File: src/rtl/str_pkg.sv
// Shared types and constants for the string stream register.
// Contents: FSM state type, shift direction encodings, default word width.
package str_pkg;

  typedef enum logic {
    IDLE  = 1'b0,
    SHIFT = 1'b1
  } state_t;

  localparam logic DIR_LEFT  = 1'b0;
  localparam logic DIR_RIGHT = 1'b1;

  localparam int unsigned DEF_WORD_WIDTH = 8;

endpackage

File: src/rtl/str_word_shifter.sv
// Combinational one-word shifter over the whole string buffer.
// Word 0 (head) sits in the MSBs, so a left shift moves data toward the MSBs.
// Ports:
//   i_data   - buffer contents
//   i_dir    - DIR_LEFT drops the head word, DIR_RIGHT inserts a zero head word
//   i_rot    - (STR_STREAM_ROTATE_EN only) wrap words around instead of zero fill
//   o_data_c - shifted buffer
// Optional feature macro: STR_STREAM_ROTATE_EN
module str_word_shifter
  import str_pkg::*;
#(
  parameter int unsigned WORD_WIDTH = DEF_WORD_WIDTH,
  parameter int unsigned NUM_WORDS  = 16
) (
  input  logic [WORD_WIDTH*NUM_WORDS-1:0] i_data,
  input  logic                            i_dir,
`ifdef STR_STREAM_ROTATE_EN
  input  logic                            i_rot,
`endif
  output logic [WORD_WIDTH*NUM_WORDS-1:0] o_data_c
);

  localparam int unsigned BUF_W = WORD_WIDTH * NUM_WORDS;

  // Shift by one word, zero fill (or wrap when rotating)
  always_comb begin
    o_data_c = '0;
    if (i_dir == DIR_RIGHT) begin
      o_data_c = {{WORD_WIDTH{1'b0}}, i_data[BUF_W-1:WORD_WIDTH]};
    end else begin
      o_data_c = {i_data[BUF_W-WORD_WIDTH-1:0], {WORD_WIDTH{1'b0}}};
    end
`ifdef STR_STREAM_ROTATE_EN
    if (i_rot) begin
      if (i_dir == DIR_RIGHT) begin
        o_data_c = {i_data[WORD_WIDTH-1:0], i_data[BUF_W-1:WORD_WIDTH]};
      end else begin
        o_data_c = {i_data[BUF_W-WORD_WIDTH-1:0], i_data[BUF_W-1:BUF_W-WORD_WIDTH]};
      end
    end
`endif
  end

endmodule

File: src/rtl/str_stream_register.sv
// String register with tail push, head pop, parallel load and a multi-word
// shift engine that moves one word per cycle.
// Ports:
//   clk, rst_n                  - clock, synchronous active-low reset
//   str_load, str_in, len_in    - parallel load (len clamped to NUM_WORDS)
//   push_valid/push_word/push_ready - tail push handshake
//   pop_valid/pop_word/pop_ready    - head pop handshake
//   shift_start/shift_dir/shift_amt - multi-word shift request (IDLE only)
//   shift_rot                   - (STR_STREAM_ROTATE_EN only) rotate instead of shift
//   busy, str_out, len_out, full, empty - status and contents
// Optional feature macro: STR_STREAM_ROTATE_EN
module str_stream_register
  import str_pkg::*;
#(
  parameter int unsigned WORD_WIDTH = DEF_WORD_WIDTH,
  parameter int unsigned NUM_WORDS  = 16,
  parameter int unsigned LEN_WIDTH  = $clog2(NUM_WORDS + 1)
) (
  input  logic                            clk,
  input  logic                            rst_n,
  input  logic                            str_load,
  input  logic [WORD_WIDTH*NUM_WORDS-1:0] str_in,
  input  logic [LEN_WIDTH-1:0]            len_in,
  input  logic                            push_valid,
  input  logic [WORD_WIDTH-1:0]           push_word,
  output logic                            push_ready,
  output logic                            pop_valid,
  output logic [WORD_WIDTH-1:0]           pop_word,
  input  logic                            pop_ready,
  input  logic                            shift_start,
  input  logic                            shift_dir,
  input  logic [LEN_WIDTH-1:0]            shift_amt,
`ifdef STR_STREAM_ROTATE_EN
  input  logic                            shift_rot,
`endif
  output logic                            busy,
  output logic [WORD_WIDTH*NUM_WORDS-1:0] str_out,
  output logic [LEN_WIDTH-1:0]            len_out,
  output logic                            full,
  output logic                            empty
);

  localparam int unsigned         BUF_W   = WORD_WIDTH * NUM_WORDS;
  localparam logic [LEN_WIDTH-1:0] LEN_MAX = LEN_WIDTH'(NUM_WORDS);

  state_t               r_state;
  logic [BUF_W-1:0]     r_buf;
  logic [LEN_WIDTH-1:0] r_len;
  logic [LEN_WIDTH-1:0] r_cnt;
  logic                 r_dir;
  logic                 r_rot;

  logic                 w_busy;
  logic                 w_full;
  logic                 w_empty;
  logic                 w_pop;
  logic                 w_push;
  logic                 w_rot_start;
  logic                 w_sh_dir;
  logic [BUF_W-1:0]     w_sh_data;
  logic [LEN_WIDTH-1:0] w_len_clamp;
  logic [BUF_W-1:0]     w_load_buf;
  logic [BUF_W-1:0]     w_idle_buf;
  logic [LEN_WIDTH-1:0] w_idle_len;
  logic [LEN_WIDTH-1:0] w_shift_len;

  // Status and handshake outputs, all derived from registers only
  assign w_busy     = (r_state == SHIFT);
  assign w_full     = (r_len == LEN_MAX);
  assign w_empty    = (r_len == '0);
  assign busy       = w_busy;
  assign full       = w_full;
  assign empty      = w_empty;
  assign push_ready = !w_full && !w_busy;
  assign pop_valid  = !w_empty && !w_busy;
  assign pop_word   = r_buf[BUF_W-1 -: WORD_WIDTH];
  assign str_out    = r_buf;
  assign len_out    = r_len;

  assign w_pop  = pop_valid && pop_ready;
  assign w_push = push_valid && push_ready;

`ifdef STR_STREAM_ROTATE_EN
  assign w_rot_start = shift_rot;
`else
  assign w_rot_start = 1'b0;
`endif

  // The single shifter serves the pop path in IDLE and the shift engine in SHIFT
  assign w_sh_dir = w_busy ? r_dir : DIR_LEFT;

  str_word_shifter #(
    .WORD_WIDTH (WORD_WIDTH),
    .NUM_WORDS  (NUM_WORDS)
  ) u_shifter (
    .i_data   (r_buf),
    .i_dir    (w_sh_dir),
`ifdef STR_STREAM_ROTATE_EN
    .i_rot    (w_busy && r_rot),
`endif
    .o_data_c (w_sh_data)
  );

  // Parallel load: clamp length and zero words beyond it
  always_comb begin
    w_len_clamp = (len_in > LEN_MAX) ? LEN_MAX : len_in;
    w_load_buf  = str_in;
    for (int i = 0; i < int'(NUM_WORDS); i++) begin
      if (LEN_WIDTH'(i) >= w_len_clamp) begin
        w_load_buf[WORD_WIDTH*(NUM_WORDS-1-i) +: WORD_WIDTH] = '0;
      end
    end
  end

  // Pop then push; the pop re-zeroes the tail so a prior rotate cannot leak data
  always_comb begin
    w_idle_buf = r_buf;
    w_idle_len = r_len;
    if (w_pop) begin
      w_idle_buf = w_sh_data;
      w_idle_len = r_len - LEN_WIDTH'(1);
      for (int i = 0; i < int'(NUM_WORDS); i++) begin
        if (LEN_WIDTH'(i) >= w_idle_len) begin
          w_idle_buf[WORD_WIDTH*(NUM_WORDS-1-i) +: WORD_WIDTH] = '0;
        end
      end
    end
    if (w_push) begin
      for (int i = 0; i < int'(NUM_WORDS); i++) begin
        if (LEN_WIDTH'(i) == w_idle_len) begin
          w_idle_buf[WORD_WIDTH*(NUM_WORDS-1-i) +: WORD_WIDTH] = push_word;
        end
      end
      w_idle_len = w_idle_len + LEN_WIDTH'(1);
    end
  end

  // Length after one shift step: saturating, unchanged when rotating
  always_comb begin
    w_shift_len = r_len;
    if (!r_rot) begin
      if (r_dir == DIR_LEFT) begin
        if (r_len != '0) w_shift_len = r_len - LEN_WIDTH'(1);
      end else begin
        if (r_len != LEN_MAX) w_shift_len = r_len + LEN_WIDTH'(1);
      end
    end
  end

  // Control FSM and datapath registers
  always_ff @(posedge clk) begin
    if (!rst_n) begin
      r_state <= IDLE;
      r_buf   <= '0;
      r_len   <= '0;
      r_cnt   <= '0;
      r_dir   <= DIR_LEFT;
      r_rot   <= 1'b0;
    end else if (str_load) begin
      // Load wins in both states and aborts any shift in progress
      r_state <= IDLE;
      r_buf   <= w_load_buf;
      r_len   <= w_len_clamp;
      r_cnt   <= '0;
    end else begin
      case (r_state)
        IDLE: begin
          if (shift_start && (shift_amt != '0)) begin
            r_state <= SHIFT;
            r_cnt   <= shift_amt;
            r_dir   <= shift_dir;
            r_rot   <= w_rot_start;
          end else begin
            r_buf <= w_idle_buf;
            r_len <= w_idle_len;
          end
        end
        SHIFT: begin
          r_buf <= w_sh_data;
          r_len <= w_shift_len;
          r_cnt <= r_cnt - LEN_WIDTH'(1);
          if (r_cnt == LEN_WIDTH'(1)) r_state <= IDLE;
        end
        default: r_state <= IDLE;
      endcase
    end
  end

endmodule

File: config.mk
export PLATFORM = sky130hd
export DESIGN_NAME = str_stream_register
export DESIGN_NICKNAME = d
export VERILOG_FILES = /design/src/rtl/str_pkg.sv /design/src/rtl/str_word_shifter.sv /design/src/rtl/str_stream_register.sv
export SDC_FILE = /design/constraint.sdc
export NUM_CORES = 1
export LEC_CHECK = 0
export CORE_AREA = 2 2 146 219
export CTS_BUF_LIST = sky130_fd_sc_hd__clkbuf_4 sky130_fd_sc_hd__clkbuf_8
export DETAILED_ROUTE_END_ITERATION = 8
export DIE_AREA = 0 0 148 221
export GPL_ROUTABILITY_DRIVEN = 0
export HOLD_SLACK_MARGIN = 0.03
export MAX_ROUTING_LAYER = met4
export PLACE_DENSITY_LB_ADDON = 0.25
export SYNTH_ARGS = -nofsm -noshare
export SYNTH_HDL_FRONTEND = slang
export SYNTH_HIERARCHICAL = 1
export SYNTH_SLANG_ARGS = --single-unit
export TNS_END_PERCENT = 20
File: constraint.sdc
create_clock -name clk -period 7.7 [get_ports clk]
set_clock_uncertainty 0.15 [all_clocks]
set_input_delay 1.54 -clock clk [delete_from_list [all_inputs] [get_ports clk]]
set_output_delay 1.54 -clock clk [all_outputs]
set_load 0.03 [all_outputs]
# == Word-level counts from Yosys, hierarchy flattened ==
# Cells that the tools add are included.
# op_classes
reduce_logical,15
mux,69
eq_ne,22
add_sub_neg,4
order_cmp,33
bitwise,3
# op_table
op,n
$mux 128,5
$mux 8,48
$pmux 128 s2,1
$ge 4x5->1 const A,16
$mux 5,9
$eq 4x5->1 const A,8
$ge 3x5->1 const A,8
$eq 3x5->1 const A,4
$ge 1x5->1 const A,4
$ge 2x5->1 const A,4
$pmux 5 s2,2
$add 5x1->5 const B,2
$eq 2x5->1 const A,2
$logic_not 5->1,2
$reduce_bool 5->1,2
$sub 5x1->5 const B,2
$reduce_and 3->1,2
$eq 1x5->1 const A,1
$eq 5x1->1 const B,1
$eq 5x5->1 const B,1
$gt 5x5->1 const B,1
$logic_and 1x1->1,5
$ne 5x5->1 const B,1
$ne 4x2->1 const B,1
8 further kinds,14
# word_totals
register_bits,140
elab_cells,151
out_inout_bits,146
input_bits,153

# == Depth between registers and ports, before layout ==
# depth
word_depth,11
mapped_depth,19
ltp_nobuf,15

# == Modules after synthesis ==
# Netlist, hierarchy kept.
# by_module_without_submodules
mod,area_per_inst_um2,n_inst,cells_each,seq_area_each_um2
str_stream_register,10642.7,1,1494,2802.7
str_word_shifter,1508.9,1,142,0.0

# == Worst setup path after synthesis ==
# OpenSTA, ideal clock, no wires.
# synth_path
kind,input to register
startpoint,input pop_ready
endpoint,register r_buf[110] (netlist: str_out[110])
slack_ns,3.221
stages,16
setup_ns,0.069
path_buffers,6
arrival_time_ns,4.260
required_time_ns,7.481
path_cell_list,nand2b_1 clkbuf_1 nor2_1 clkbuf_1 buf_1 xnor2_1 inv_1 ha_1 and2_1 clkbuf_1 and4_1 clkbuf_1 buf_2 a221oi_1 a2111o_1 o21ai_1
# synth_via
elab_chain_len,8
elab_cells_between_ends,9
cone_classes,eq/ne: 1; mux: 7; reduce/logical: 1
# synth_lines
item,line_no,rtl
"start, declared",str_stream_register.sv:29,"input logic pop_ready,"
$logic_and 1x1->1 (*),str_stream_register.sv:80,assign w_pop = pop_valid && pop_ready;
$mux 5,str_stream_register.sv:119,if (w_pop) begin
$eq 2x5->1,str_stream_register.sv:130,if (LEN_WIDTH'(i) == w_idle_len) begin
$mux 8,str_stream_register.sv:130,
$mux 128 (*),str_stream_register.sv:128,if (w_push) begin
$mux 128 (*),str_stream_register.sv:168,if (shift_start && (shift_amt != '0)) begin
$pmux 128 s2 (*),str_stream_register.sv:166,case (r_state)
$mux 128 (*),str_stream_register.sv:159,end else if (str_load) begin
"end signal, assigned",str_stream_register.sv:162,r_buf <= w_load_buf;
"end signal, assigned",str_stream_register.sv:174,r_buf <= w_idle_buf;
"end signal, assigned",str_stream_register.sv:179,r_buf <= w_sh_data;
"end, declared",str_stream_register.sv:47,logic [BUF_W-1:0] r_buf;
# Mark *: on every way between the ends. The rest lies on a longest branch, timed or not. The select of a mux whose other input is x is not followed.
# A chain may end at the register's enable or synchronous reset.

# == Final worst setup path ==
# layout_path
startpoint,register r_len[0] (netlist: len_out[0])
endpoint,output push_ready
# layout_via
elab_chain_len,3
# layout_lines
item,line_no,rtl
"start, declared",str_stream_register.sv:48,logic [LEN_WIDTH-1:0] r_len;
"start signal, assigned",str_stream_register.sv:163,r_len <= w_len_clamp;
"start signal, assigned",str_stream_register.sv:175,r_len <= w_idle_len;
"start signal, assigned",str_stream_register.sv:180,r_len <= w_shift_len;
$eq 5x5->1,str_stream_register.sv:69,assign w_full = (r_len == LEN_MAX);
$logic_not 1->1,str_stream_register.sv:74,assign push_ready = !w_full && !w_busy;
$logic_and 1x1->1,str_stream_register.sv:74,
"end, declared",str_stream_register.sv:26,"output logic push_ready,"
# No other way between the ends.

==> results.toml <==
[grt]
grt_max_degree = 78
overflow = 0
grt_pass1_wl_microns = 90300
antenna_found_initial = 0
track_usage_pct = 36.8
first_global_vias = 14300

[sta]
final.period_utilization_pct = 63.7
rsz0062_at_grt = "false"
finalHoldViolations = 0
setup_violations = 0
drv_slew = 0
period_minus_slack_ps = 4910
setup_ws_ps = 2790
holdWs_ps = 377
slew-limit-headroom_pct = 16.6
setup_tns_ps = 0
worst_pin_slew_ps = 1250
fmax_mhz = 204

[placement]
hpwl_microns = 42100
pre_cts_ws_ps = 2420
io_buffer_count = 298

[clocking]
cts.sinks = 140
numCtsBuffers = 17
clk_latency_ps = 510
cts_tree = "yes"
cts_buffer_depth = 2
cts_resized = 0
clk_pin_slew_ps = 80
cts_hold_buf = 0
clock-root-buffer = "clkbuf_8"
cts_setup_buffers = 0
h-tree-depth = 4

[run_status]
violations = "design-rule violations"
outcome = "finished with violations"

[critical_path]
critPathMaxFanout = 22
cp-end-kind = "primary output"
worstPathArrival_ps = 3220
required_ps = 6010
crit_path_start_kind = "flop"
crit_type = "reg -> out"

[synthesis]
synth_ff_type = "dfxtp_1"
synth_edf_count = 0
syn-num-nets = 1800
synth_cell_types = 74
avgSynthCellArea_sq_um = 7.43
synthArstFlopShare_pct = 0
synth_cells = 1636
yosys_register_bits = 140
yosysSeqAreaShare_pct = 23.1
yosys_warnings = 6
syn_area_sq_um = 12200

[pwr]
power_mw = 2.76
irDropWorstVdd_mv = 0.118
static-leakage-power_nw = 5.41
p_per_area_nw_per_um2 = 178

[finish]
syn_to_final_growth_pct = 27.6
final_cell_mix = "296 x clkdlybuf4s50_1, 246 x a21oi_1, 163 x o21ai_0"
layout-drive-gt1-share_pct = 12.1
final_nets = 1978
nFillCells = 3008
diodes = 0
layout_commonest_cell = "clkdlybuf4s50_1"

[drt]
drt_iter0_markers = 2339
firstDrtPassIters = 8
ant_nets = 0
via_per_inst = 6.98
vias = 15600
drc = 1
routed_wl_microns = 61900
wire_per_inst_microns = 27.7

[floorplanning]
rows = 79
die_area_sq_um = 32700
boundaryPins = 299
start_util_pct = 39.4
die_height_microns = 221
dieWidth_microns = 148
fp.coreArea_sq_um = 30800

[hold_path]
hp-class = "reg -> reg"

[job]
cap_viol_max_count = 0
-- cell type report --
| class | count | area [sq um] | area share, % |
|---|---|---|---|
| Multi-Input combinational cell | 1303 | 8520 | 54.9 |
| Timing Repair Buffer | 324 | 3170 | 20.4 |
| Sequential cell | 140 | 2800 | 18.1 |
| Tap cell | 405 | 507 | 3.27 |
| Clock buffer | 18 | 241 | 1.56 |
| Clock inverter | 14 | 164 | 1.06 |
| Inverter | 28 | 105 | 0.678 |
-- synth_stat cells, drive strengths merged (17+ instances only) --
cell | count | area [sq um]
a221o | 49 | 490
mux2 | 113 | 1270
o21ai | 170 | 855
a221oi | 41 | 359
buf | 54 | 369
inv | 27 | 101
o22ai | 17 | 106
clkbuf | 111 | 418
a211o | 17 | 149
nor2 | 107 | 402
o211ai | 25 | 188
o21a | 22 | 165
a21oi | 248 | 1250
nand3 | 31 | 155
nand2 | 160 | 601
a211oi | 19 | 170
a31oi | 29 | 181
dfxtp | 140 | 2800
and2 | 18 | 113
a22oi | 31 | 233
-- registers in the layout, summed over array words and instances (netlist names) --
register,flops
busy,1
len_out,5
r_cnt,5
r_dir,1
str_out,128
-- worst max-delay path, stage by stage, from the launching register on --
cell             delay, ps
dfxtp_1                790
inv_1                  190
ha_1                   430
nand4bb_1              350
inv_1                  170
nor2_1                 110
clkdlybuf4s50_1        670
-- report_power, final --
group / internal [mW] / switching, mW
registers: 0.791 / 0.147
clock network: 0.298 / 0.354
logic: 0.460 / 0.707
-- metal layers --
metal / share of wire (%) / up-vias / track usage, %
met2: 44 / 1364 / 55.2
li1: - / 6609 / -
met4: 8.3 / 0 / 25.4
met3: 12 / 309 / 6.70
met5: 0 / - / -
met1: 36 / 7297 / 44.5
-- path summary, 6_finish.rpt --
kind	startpoint	endpoint	slack, ps	depth (start not counted)
worst min register to register	r_cnt[4]	r_cnt[4]	380	1
worst max-delay path	len_out[0]	push_ready	2790	6
worst min-delay path	r_cnt[4]	r_cnt[4]	380	1
worst max register to register	len_out[0]	str_out[127]	2860	10
-- kinds of logic (layout without fill, tap and decap cells) --
kind of cell | Yosys count | count (layout) | synth area share, %
AOI/OAI and AO/OA | 781 | 781 | 42.8
and+or+nand+nor | 387 | 387 | 14.4
buffers and inverters | 193 | 384 | 7.34
DFF | 140 | 140 | 23.1
muxes | 116 | 116 | 10.7
adders and majority gates | 11 | 11 | 1.13
xor gates and xnor gates | 8 | 8 | 0.577
-- through the flow --
stage / area (sq um) / utilization (%) / std cells
6_report: 15500 / 50.3 / 2232
3_5_place_dp: 15100 / 49.0 / 2200
2_1_floorplan: 12200 / - / 1636
5_1_grt: 15500 / 50.3 / 2232
4_1_cts: 15500 / 50.3 / 2232
3_3_place_gp: 15100 / 49.0 / 2200
Power figures use the tool's default switching activity.
